==> config.mk <==
export PLATFORM = sky130hd
export DESIGN_NAME = player_action_ctrl_flat
export DESIGN_NICKNAME = d
export VERILOG_FILES = /design/src/rtl/player_action_ctrl_if.sv /design/src/rtl/player_action_ctrl.sv /design/src/flat_wrapper.sv
export SDC_FILE = /design/constraint.sdc
export NUM_CORES = 1
export LEC_CHECK = 0
export CORE_MARGIN = 2
export CORE_UTILIZATION = 35
export DETAILED_ROUTE_END_ITERATION = 10
export GPL_ROUTABILITY_DRIVEN = 0
export PLACE_DENSITY = 0.67
export REMOVE_ABC_BUFFERS = 1
export SKIP_LAST_GASP = 1
export SYNTH_ARGS = -nofsm -noshare
export SYNTH_HDL_FRONTEND = slang
export SYNTH_SLANG_ARGS = --single-unit
==> constraint.sdc <==
create_clock -name clk -period 1.9 [get_ports clk]
set_input_delay 0.57 -clock clk [delete_from_list [all_inputs] [get_ports clk]]
set_output_delay 0.57 -clock clk [all_outputs]
set_load 0.1 [all_outputs]
==> src/rtl/player_action_ctrl_if.sv <==
// Bundle between the key/frame source and the player action sequencer.
// The master drives keys, frame pacing and Player feedback; the slave returns commands and status.
interface player_action_ctrl_if;
    logic       frame_tick;
    logic       freeze;
    logic       key_right;
    logic       key_left;
    logic       key_jump;
    logic       key_squat;
    logic       key_defend;
    logic       player_isJ;
    logic       right;
    logic       left;
    logic       jump;
    logic       squat;
    logic       defend;
    logic [7:0] stamina;
    logic [1:0] state;

    modport master (
        output frame_tick, freeze, key_right, key_left, key_jump, key_squat, key_defend, player_isJ,
        input  right, left, jump, squat, defend, stamina, state
    );

    modport slave (
        input  frame_tick, freeze, key_right, key_left, key_jump, key_squat, key_defend, player_isJ,
        output right, left, jump, squat, defend, stamina, state
    );
endinterface

==> src/rtl/player_action_ctrl.sv <==
// Frame-paced key-to-command sequencer with jump cooldown and a defend-stamina FSM.
// Macro PLAYER_CTRL_STAMINA_EN enables stamina drain/recover and the EXHAUST state.
module player_action_ctrl #(
    parameter int unsigned JUMP_COOLDOWN   = 24,
    parameter int unsigned STAMINA_MAX     = 60,
    parameter int unsigned STAMINA_DRAIN   = 2,
    parameter int unsigned STAMINA_RECOVER = 1
) (
    input  logic                 clk,
    input  logic                 rst_n,
    player_action_ctrl_if.slave  bus
);

    typedef enum logic [1:0] {
        S_FREE    = 2'd0,
        S_GUARD   = 2'd1,
        S_EXHAUST = 2'd2,
        S_FROZEN  = 2'd3
    } state_t;

    localparam logic [7:0] ST_MAX  = 8'(STAMINA_MAX);
    localparam logic [7:0] CD_INIT = 8'(JUMP_COOLDOWN);

    state_t     state_q, state_d;
    logic [4:0] key_meta_q, key_sync_q;
    logic       jump_prev_q;
    logic       jump_pend_q, jump_pend_d;
    logic [7:0] cooldown_q, cooldown_d;
    logic [7:0] stamina_q, stamina_d;
    logic       right_q, right_d;
    logic       left_q, left_d;
    logic       jump_q, jump_d;
    logic       squat_q, squat_d;
    logic       defend_q, defend_d;

    logic k_right, k_left, k_jump, k_squat, k_defend;
    logic jump_edge, pend_eff, tick, halted;
    logic [7:0] stam_up, stam_dn;

    assign k_right  = key_sync_q[0];
    assign k_left   = key_sync_q[1];
    assign k_jump   = key_sync_q[2];
    assign k_squat  = key_sync_q[3];
    assign k_defend = key_sync_q[4];

    // A jump edge coinciding with the tick takes part in that tick's decision.
    assign jump_edge = k_jump & ~jump_prev_q;
    assign pend_eff  = jump_pend_q | jump_edge;
    assign tick      = bus.frame_tick;
    assign halted    = bus.freeze | (state_q == S_FROZEN);

`ifdef PLAYER_CTRL_STAMINA_EN
    logic [8:0] stam_up9, stam_dn9;
    assign stam_up9 = {1'b0, stamina_q} + 9'(STAMINA_RECOVER);
    assign stam_dn9 = {1'b0, stamina_q} - 9'(STAMINA_DRAIN);
    assign stam_up  = (stam_up9 >= 9'(STAMINA_MAX)) ? ST_MAX : stam_up9[7:0];
    // Bit 8 set means the subtraction went below zero.
    assign stam_dn  = stam_dn9[8] ? 8'd0 : stam_dn9[7:0];
`else
    assign stam_up  = stamina_q;
    assign stam_dn  = stamina_q;
`endif

    always_ff @(posedge clk or negedge rst_n) begin
        if (!rst_n) begin
            state_q     <= S_FREE;
            key_meta_q  <= '0;
            key_sync_q  <= '0;
            jump_prev_q <= 1'b0;
            jump_pend_q <= 1'b0;
            cooldown_q  <= '0;
            stamina_q   <= ST_MAX;
            right_q     <= 1'b0;
            left_q      <= 1'b0;
            jump_q      <= 1'b0;
            squat_q     <= 1'b0;
            defend_q    <= 1'b0;
        end else begin
            state_q     <= state_d;
            key_meta_q  <= {bus.key_defend, bus.key_squat, bus.key_jump, bus.key_left, bus.key_right};
            key_sync_q  <= key_meta_q;
            jump_prev_q <= k_jump;
            jump_pend_q <= jump_pend_d;
            cooldown_q  <= cooldown_d;
            stamina_q   <= stamina_d;
            right_q     <= right_d;
            left_q      <= left_d;
            jump_q      <= jump_d;
            squat_q     <= squat_d;
            defend_q    <= defend_d;
        end
    end

    always_comb begin
        state_d = state_q;
        if (bus.freeze) begin
            state_d = S_FROZEN;
        end else if (state_q == S_FROZEN) begin
            state_d = S_FREE;
        end else if (tick) begin
            case (state_q)
                S_FREE: begin
                    if (k_defend && (stamina_q != 8'd0)) state_d = S_GUARD;
                end
                S_GUARD: begin
                    if (!k_defend) begin
                        state_d = S_FREE;
                    end
`ifdef PLAYER_CTRL_STAMINA_EN
                    else if (stam_dn == 8'd0) begin
                        state_d = S_EXHAUST;
                    end
`endif
                end
                S_EXHAUST: begin
                    if (stam_up == ST_MAX) state_d = S_FREE;
                end
                default: state_d = state_q;
            endcase
        end
    end

    always_comb begin
        right_d     = 1'b0;
        left_d      = 1'b0;
        jump_d      = 1'b0;
        squat_d     = squat_q;
        defend_d    = defend_q;
        stamina_d   = stamina_q;
        cooldown_d  = cooldown_q;
        jump_pend_d = pend_eff;
        if (halted) begin
            squat_d     = 1'b0;
            defend_d    = 1'b0;
            jump_pend_d = 1'b0;
        end else if (tick) begin
            // Every tick consumes the pend: it either issues now or is dropped.
            jump_pend_d = 1'b0;
            cooldown_d  = (cooldown_q != 8'd0) ? cooldown_q - 8'd1 : 8'd0;
            case (state_q)
                S_FREE: begin
                    stamina_d = stam_up;
                    if (state_d == S_GUARD) begin
                        defend_d = 1'b1;
                        squat_d  = 1'b0;
                    end else begin
                        defend_d = 1'b0;
                        squat_d  = k_squat;
                        right_d  = k_right & ~k_left & ~k_squat;
                        left_d   = k_left & ~k_right & ~k_squat;
                        if (pend_eff && (cooldown_q == 8'd0) && !bus.player_isJ && !k_squat) begin
                            jump_d     = 1'b1;
                            cooldown_d = CD_INIT;
                        end
                    end
                end
                S_GUARD: begin
                    squat_d = 1'b0;
                    if (!k_defend) begin
                        defend_d = 1'b0;
                    end else begin
                        stamina_d = stam_dn;
                        defend_d  = (state_d == S_GUARD);
                    end
                end
                S_EXHAUST: begin
                    defend_d  = 1'b0;
                    squat_d   = k_squat;
                    right_d   = k_right & ~k_left & ~k_squat;
                    left_d    = k_left & ~k_right & ~k_squat;
                    stamina_d = stam_up;
                end
                default: begin
                    squat_d  = 1'b0;
                    defend_d = 1'b0;
                end
            endcase
        end
    end

    assign bus.right   = right_q;
    assign bus.left    = left_q;
    assign bus.jump    = jump_q;
    assign bus.squat   = squat_q;
    assign bus.defend  = defend_q;
    assign bus.stamina = stamina_q;
    assign bus.state   = state_q;

endmodule
==> src/flat_wrapper.sv <==
// flat-port wrapper written by rule: the top's interface ports become plain ports
module player_action_ctrl_flat 
#(
    parameter int unsigned JUMP_COOLDOWN   = 24,
    parameter int unsigned STAMINA_MAX     = 60,
    parameter int unsigned STAMINA_DRAIN   = 2,
    parameter int unsigned STAMINA_RECOVER = 1
)
  (clk, rst_n, bus_frame_tick, bus_freeze, bus_key_right, bus_key_left, bus_key_jump, bus_key_squat, bus_key_defend, bus_player_isJ, bus_right, bus_left, bus_jump, bus_squat, bus_defend, bus_stamina, bus_state);
  player_action_ctrl_if bus_i ();
  input  logic clk;
  input  logic rst_n;
  input wire logic [$bits(bus_i.frame_tick)-1:0] bus_frame_tick;
  input wire logic [$bits(bus_i.freeze)-1:0] bus_freeze;
  input wire logic [$bits(bus_i.key_right)-1:0] bus_key_right;
  input wire logic [$bits(bus_i.key_left)-1:0] bus_key_left;
  input wire logic [$bits(bus_i.key_jump)-1:0] bus_key_jump;
  input wire logic [$bits(bus_i.key_squat)-1:0] bus_key_squat;
  input wire logic [$bits(bus_i.key_defend)-1:0] bus_key_defend;
  input wire logic [$bits(bus_i.player_isJ)-1:0] bus_player_isJ;
  output wire logic [$bits(bus_i.right)-1:0] bus_right;
  output wire logic [$bits(bus_i.left)-1:0] bus_left;
  output wire logic [$bits(bus_i.jump)-1:0] bus_jump;
  output wire logic [$bits(bus_i.squat)-1:0] bus_squat;
  output wire logic [$bits(bus_i.defend)-1:0] bus_defend;
  output wire logic [$bits(bus_i.stamina)-1:0] bus_stamina;
  output wire logic [$bits(bus_i.state)-1:0] bus_state;
  assign bus_i.frame_tick = bus_frame_tick;
  assign bus_i.freeze = bus_freeze;
  assign bus_i.key_right = bus_key_right;
  assign bus_i.key_left = bus_key_left;
  assign bus_i.key_jump = bus_key_jump;
  assign bus_i.key_squat = bus_key_squat;
  assign bus_i.key_defend = bus_key_defend;
  assign bus_i.player_isJ = bus_player_isJ;
  assign bus_right = bus_i.right;
  assign bus_left = bus_i.left;
  assign bus_jump = bus_i.jump;
  assign bus_squat = bus_i.squat;
  assign bus_defend = bus_i.defend;
  assign bus_stamina = bus_i.stamina;
  assign bus_state = bus_i.state;
  player_action_ctrl #(.JUMP_COOLDOWN(JUMP_COOLDOWN), .STAMINA_MAX(STAMINA_MAX), .STAMINA_DRAIN(STAMINA_DRAIN), .STAMINA_RECOVER(STAMINA_RECOVER)) u_core (.clk(clk), .rst_n(rst_n), .bus(bus_i));
endmodule
==> reports/results.tsv, run 1 <==
stage	metric	value	unit
clock_network	cts.path.max_buffers	2	
floorplanning	die_w	61.3	µm
synth	post_synth_most_frequent_cells	dfrtp_1, buf_4, nand2_1	
sta	layout_min_cycle_time	1.81	ns
global_route	grt_usage	0.117	
sta	finalHoldWorstSlack	0.365	ns
drt	drt_first_iter_violations	16	
layout	nets	138	
floorplanning	floorplan.initialDensity	0.374	
layout	post_layout_nonfiller_instances	169	
clock_network	cts_root_buf	clkbuf_4	
critical_path	crit_path_max_fanout	3	
placed_design	place.detailed.instances	165	
synth	gate_count_post_synth	100	
sta	timing_hold_violations_final	0	
layout	syn2layout_area_growth	29.2	%
critical_path	timing.critical_path.arrival	2.07	ns
synth	yosys_most_used_dff	dfrtp_1	
sta	finalCritPeriodShare	0.953	
floorplanning	i_o_pin_count	25	
clock_network	htreeDepth	1	
synth	synth_largest_type_area_fraction	0.588	
critical_path	cp_data_required_time	2.16	ns
critical_path	path_class	in2reg	
global_route	grt_first_pass_wirelength	3.24	mm
clock_network	clock_sinks	27	
layout	stdcell_area	0.00149	mm²
drt	drt_pre_antenna_iters	4	
placed_design	placedInstanceArea	0.00145	mm²
synth	synth.yosys.warnings	0	
global_route	grt_start_max_net_pins	28	
global_route	grt.overflow.total	0	
synth	synth.largest_area_cell	dfrtp_1	
synth	synth_enable_flop_cells	0	
critical_path	crit_path_end_kind	flop	
floorplanning	design.die.area	0.00376	mm²
run	max_cap_viol_count	0	
sta	final-max-slew-violation-count	0	
layout	antenna-diode-count	0	
hold_path	worstHoldPathType	reg2reg	
clock_network	clock_pin_slew_on_the_worst_setup_and_hold_paths	0.14	ns
synth	synthesis.area	0.00115	mm²
drt	viasPerCell	4.62	
floorplanning	rows	20	
clock_network	clock_latency	0.32	ns
sta	setup_viol	0	
critical_path	worstSetupStartpointType	primary input	
sta	max_clock_freq	0.553	GHz
synth	synth.distinct_cells	30	
clock_network	tritoncts_clock_tree	done	
placed_design	detailedPlacementHpwl	1.47	mm
pwr	power_leakage	0.669	nW
global_route	antenna_violations_before_repair	0	
drt	remaining_drc_errors	0	
layout	finish.utilization	0.483	
clock_network	cts.repair_timing.setup_buffer_count	0	
drt	routed_wire_length_per_instance	11.4	µm
floorplanning	core_region_area	0.00308	mm²
run_status	outcome	finished clean	
sta	worst_clock_skew	0.00555	ns
floorplanning	fp.dieH	61.3	µm
placed_design	place.port_buffers	16	
synth	post-synth-top-count-cell	dfrtp_1	
synth	synth.top_cells.by_area	dfrtp_1, buf_4, nor3b_1	
clock_network	holdBufCountCts	0	
sta	grt_setup_unrepaired	false	
layout	post_route_cells_drive_above_1_share	0.200	
synth	synthesis.area_per_instance	11.5	µm²
drt	antenna_left	0	
drt	routed_via_count	780	
clock_network	number_of_gates_resized_after_cts	0	
pwr	power.density_cell_area	1000	mW/mm²
global_route	via_count_of_the_first_global_routing_pass	747	
pwr	peakVddDrop	0.491	mV
synth	synth_seq_cells	27	
clock_network	number_of_buffers_created_by_cts	3	
synth	async_flop_share	1.00	
drt	detail_route.wirelength	1.92	mm
synth	yosysSeqAreaShare	0.588	
layout	filler_cell_count	296	
## registers in the layout (all words and copies together), names as in the netlist
name / cells
u_core.key_meta_q: 5
u_core.bus.state: 2
u_core.bus.left: 1
u_core.bus.defend: 1
u_core.jump_pend_q: 1
u_core.cooldown_q: 8
u_core.jump_prev_q: 1
u_core.bus.right: 1
u_core.key_sync_q: 5
u_core.bus.jump: 1
u_core.bus.squat: 1
## metrics by stage
stage | TNS (ns) | worst slack, ns | total power, mW
floorplan | -0.594 | -0.210 | 1.11
global placement | -0.850 | -0.185 | 1.23
detailed placement | -1.14 | -0.261 | 1.25
CTS | 0 | 0.0859 | 1.50
global route | 0 | 0.0540 | 1.59
finish | 0 | 0.0902 | 1.49
## kinds of logic (layout without fill, tap and decap cells)
| logic type | after synthesis | in the layout | share of synthesized area |
|---|---|---|---|
| AND/OR/NAND/NOR | 35 | 35 | 0.193 |
| flip-flops | 27 | 27 | 0.588 |
| AO/OA/AOI/OAI | 17 | 17 | 0.0914 |
| buffers and inverters | 14 | 33 | 0.0718 |
| multiplexers | 3 | 3 | 0.0283 |
| adder cells (fa/ha/maj) | 2 | 2 | 0.0218 |
| other | 2 | 8 | 0.00653 |
## power by group
part / switching [mW] / internal, mW
clock: 0.162 / 0.0803
sequential: 0.106 / 0.667
combinational: 0.279 / 0.191
## placed cells by master (no fill, tap or decap), drive strengths merged, types with 2 or more instances in the layout
master	n
a211o	2
a21oi	4
buf	14
clkbuf	3
clkdlybuf4s50	9
conb	8
dfrtp	27
ha	2
inv	6
mux2	2
nand2	7
nand3	3
nor2	5
nor2b	2
nor3	5
nor3b	5
nor4b	2
o21ai	7
## metal layers
| layer | global-route usage | routed length [µm] |
|---|---|---|
| met2 | 0.195 | 975 |
| met3 | 0.0294 | 98 |
| met5 | 0 | 0 |
| met4 | 0.0373 | 0 |
| met1 | 0.151 | 848 |
## critical path: stages
cell and delay, ns:
clkdlybuf4s50_1 0.41, nand2b_1 0.18, or4_4 0.45, nor4b_4 0.32, a211o_1 0.15
## final cells by class
cell class                 instances  area, µm²  share of cell area
clock buffer                       3       22.5              0.0152
clock inverter                     1       7.51             0.00505
inverter                           6       22.5              0.0152
multi-input combinational         65        419               0.282
sequential                        27        676               0.455
tap                               44       55.1              0.0371
timing repair buffer              23        283               0.190
## path summary, 6_finish.rpt
check                                                 startpoint  slack, ns                               end  cells after the start
worst max-delay path                                  bus_freeze       0.09  u_core.cooldown_q[3]$_DFFE_PN0P_                      5
worst min-delay path              u_core.key_meta_q[0]$_DFF_PN0_       0.37    u_core.key_sync_q[0]$_DFF_PN0_                      0
worst max register to register  u_core.cooldown_q[0]$_DFFE_PN0P_       0.22  u_core.cooldown_q[3]$_DFFE_PN0P_                      6
worst min register to register    u_core.key_meta_q[0]$_DFF_PN0_       0.37    u_core.key_sync_q[0]$_DFF_PN0_                      0
max in group asynchronous                                  rst_n       1.03         u_core.bus.jump$_DFF_PN0_                      2
min in group asynchronous                                  rst_n       0.61  u_core.cooldown_q[0]$_DFFE_PN0P_                      2
Power figures use the tool's default switching activity.
==> inputs of run 2 (changes only) <==
--- a/config.mk
+++ b/config.mk
@@ -6,10 +6,10 @@
 export NUM_CORES = 1
 export LEC_CHECK = 0
 export CORE_MARGIN = 2
-export CORE_UTILIZATION = 35
+export CORE_UTILIZATION = 49
 export DETAILED_ROUTE_END_ITERATION = 10
 export GPL_ROUTABILITY_DRIVEN = 0
-export PLACE_DENSITY = 0.67
+export PLACE_DENSITY = 0.86
 export REMOVE_ABC_BUFFERS = 1
 export SKIP_LAST_GASP = 1
 export SYNTH_ARGS = -nofsm -noshare
==> reports/results.tsv, run 2 (synthesis gave the netlist of run 1 again) <==
stage	metric	value	unit	change
run_status	outcome	finished clean		
critical_path	crit_path_end_kind	flop		
layout	nets	138		unchanged
sta	finalCritPeriodShare	0.934		-0.0182
layout	post_layout_nonfiller_instances	153		-9.5%
pwr	cellInternalPower	0.938	mW	about the same
clock_network	clock_sinks	27		unchanged
critical_path	r2r_end	u_core.cooldown_q[3]$_DFFE_PN0P_		
drt	routed_wire_length_per_instance	14.2	µm	+24%
pwr	net-switching-power	0.569	mW	+3.8%
sta	worst_clock_skew	0.00769	ns	+0.00215 ns
critical_path	timing.critical_path.arrival	2.06	ns	about the same
layout	post_route_cells_drive_above_1_share	0.200		unchanged
drt	highest-signal-layer	met4		
run	max_cap_viol_count	0		unchanged
critical_path	worst_case_reg_to_reg_path_depth	4		-2
floorplanning	die_w	52.4	µm	-14%
drt	drt_first_iter_violations	19		+3
sta	grt_setup_unrepaired	false		
critical_path	crit_start	bus_freeze		
clock_network	tritoncts_clock_tree	done		
clock_network	cts.repair_timing.setup_buffer_count	0		unchanged
global_route	grt_start_max_net_pins	28		unchanged
critical_path	worstSetupStartpointType	primary input		
critical_path	crit_path_max_fanout	3		unchanged
clock_network	cts.path.max_buffers	2		unchanged
hold_path	worstHoldPathType	reg2reg		
sta	max_clock_freq	0.563	GHz	+1.9%
layout	regMostFlops	u_core.cooldown_q		
sta	timing_hold_violations_final	0		unchanged
pwr	power.density_cell_area	1030	mW/mm²	+2.8%
sta	layout_min_cycle_time	1.78	ns	-0.0346 ns
layout	reg.largest.list	u_core.cooldown_q (8), u_core.key_meta_q (5), u_core.key_sync_q (5)		
floorplanning	floorplan.initialDensity	0.520		+0.146
sta	timing.max_slew.rel_slack	0.670		
clock_network	clock_latency	0.33	ns	about the same
drt	remaining_drc_errors	0		unchanged
layout	number_of_flip_flops_under_the_largest_register_name	8		unchanged
clock_network	cts_root_buf	clkbuf_4		
critical_path	cp_data_required_time	2.18	ns	+0.02 ns
pwr	power.total	1.51	mW	+1.4%
drt	drt_pre_antenna_iters	4		unchanged
sta	setup_viol	0		unchanged
critical_path	path_class	in2reg		
floorplanning	fp.dieH	52.4	µm	-14%
clock_network	holdBufCountCts	0		unchanged
pwr	seqPwrFrac	0.513		-0.008
pwr	clock_group_share_of_total_power	0.170		+0.007
sta	max_slew.worst_pin.slew	0.491	ns	
sta	final-max-slew-violation-count	0		unchanged
global_route	grt_usage	0.192		+0.0743
floorplanning	core_region_area	0.00221	mm²	-28%
pwr	switching_part_of_the_total_power	0.377		+0.00874
layout	final_cell_mix	dfrtp_1, clkdlybuf4s50_1, conb_1		
global_route	grt.overflow.total	0		unchanged
drt	detail_route.wirelength	2.17	mm	+13%
global_route	via_count_of_the_first_global_routing_pass	845		+13%
pwr	power_frac_comb	0.318		+0.002
drt	met2_length	1.20	mm	+23%
drt	m1WireLength	815	µm	-3.9%
critical_path	regToRegStartpoint	u_core.cooldown_q[4]$_DFFE_PN0P_		
clock_network	number_of_buffers_created_by_cts	3		unchanged
sta	finalHoldWorstSlack	0.369	ns	+0.00362 ns
clock_network	htreeDepth	1		unchanged
drt	dr_wl_met3	84	µm	-14%
layout	commonest_non_fill_non_tap_cell_in_the_layout	dfrtp_1		
global_route	antenna_violations_before_repair	0		unchanged
critical_path	worstSetupEndpoint	u_core.cooldown_q[4]$_DFFE_PN0P_		
critical_path	regToRegSetupSlack	0.18	ns	-0.04 ns
pwr	peakVddDrop	0.744	mV	+52%
drt	routed_via_count	815		+4.5%
drt	viasPerCell	5.33		+15%
clock_network	clock_pin_slew_on_the_worst_setup_and_hold_paths	0.14	ns	about the same
placed_design	place.detailed.instances	149		-9.7%
floorplanning	design.die.area	0.00275	mm²	-27%
layout	antenna-diode-count	0		unchanged
layout	syn2layout_area_growth	27.4	%	
floorplanning	rows	17		-15%
global_route	grt_first_pass_wirelength	3.73	mm	+15%
placed_design	detailedPlacementHpwl	1.66	mm	+13%
pwr	power_leakage	0.669	nW	about the same
floorplanning	i_o_pin_count	25		unchanged
placed_design	place.port_buffers	16		unchanged
drt	antenna_left	0		unchanged
==> run 2: stage by stage <==
step            util  setup slack, ns  setup TNS (ns)  cell area [µm²]
6_report       0.662            0.125               0             1470
5_1_grt        0.662           0.0766               0             1470
4_1_cts        0.660            0.123               0             1460
3_5_place_dp   0.646           -0.230           -1.31             1430
3_3_place_gp   0.646           -0.162          -0.900             1430
2_1_floorplan      -           -0.210          -0.594             1110
==> run 2: cell type report <==
| type | count | area, µm² |
|---|---|---|
| Sequential cell | 27 | 676 |
| Tap cell | 28 | 35.0 |
| Inverter | 6 | 22.5 |
| Timing Repair Buffer | 23 | 283 |
| Clock inverter | 1 | 7.51 |
| Multi-Input combinational cell | 65 | 419 |
| Fill cell | 176 | 747 |
| Clock buffer | 3 | 22.5 |
==> run 2: timing repair <==
action	4_1_cts	5_1_grt
gates resized for setup	0	1
endpoints found under the setup margin	0	1
hold endpoints to repair	0	0
==> run 2: worst max-delay path, cell delays in order <==
cell and delay (ns):
clkdlybuf4s50_1 0.41, nand2b_1 0.18, or4_4 0.45, nor4b_4 0.31, a211o_1 0.13
==> run 2: worst min-delay path by stage <==
| stage | cells past startpoint | startpoint | slack (ns) | end |
|---|---|---|---|---|
| floorplan | 0 | rst_n | 0.27 | u_core.bus.defend$_DFFE_PN0P_ |
| global placement | 0 | u_core.key_meta_q[1]$_DFF_PN0_ | 0.33 | u_core.key_sync_q[1]$_DFF_PN0_ |
| detailed placement | 0 | u_core.key_meta_q[2]$_DFF_PN0_ | 0.34 | u_core.key_sync_q[2]$_DFF_PN0_ |
| CTS | 0 | u_core.key_meta_q[2]$_DFF_PN0_ | 0.37 | u_core.key_sync_q[2]$_DFF_PN0_ |
| global route | 0 | u_core.key_meta_q[3]$_DFF_PN0_ | 0.38 | u_core.key_sync_q[3]$_DFF_PN0_ |
| finish | 0 | u_core.key_meta_q[2]$_DFF_PN0_ | 0.37 | u_core.key_sync_q[2]$_DFF_PN0_ |
==> run 2: power by group through the flow <==
stage	Combinational [mW]	Sequential, mW	Clock [mW]
after global routing	0.523	0.787	0.282
after global placement	0.448	0.772	0
after detailed placement	0.473	0.782	0
final	0.479	0.773	0.256
after floorplan	0.317	0.790	0
after CTS	0.474	0.770	0.255
==> run 2: per-layer routing <==
metal / vias up / track usage
met4: 0 / 0.0940
met2: 25 / 0.363
met1: 402 / 0.205
met3: 8 / 0.0257
met5: - / 0
li1: 380 / -
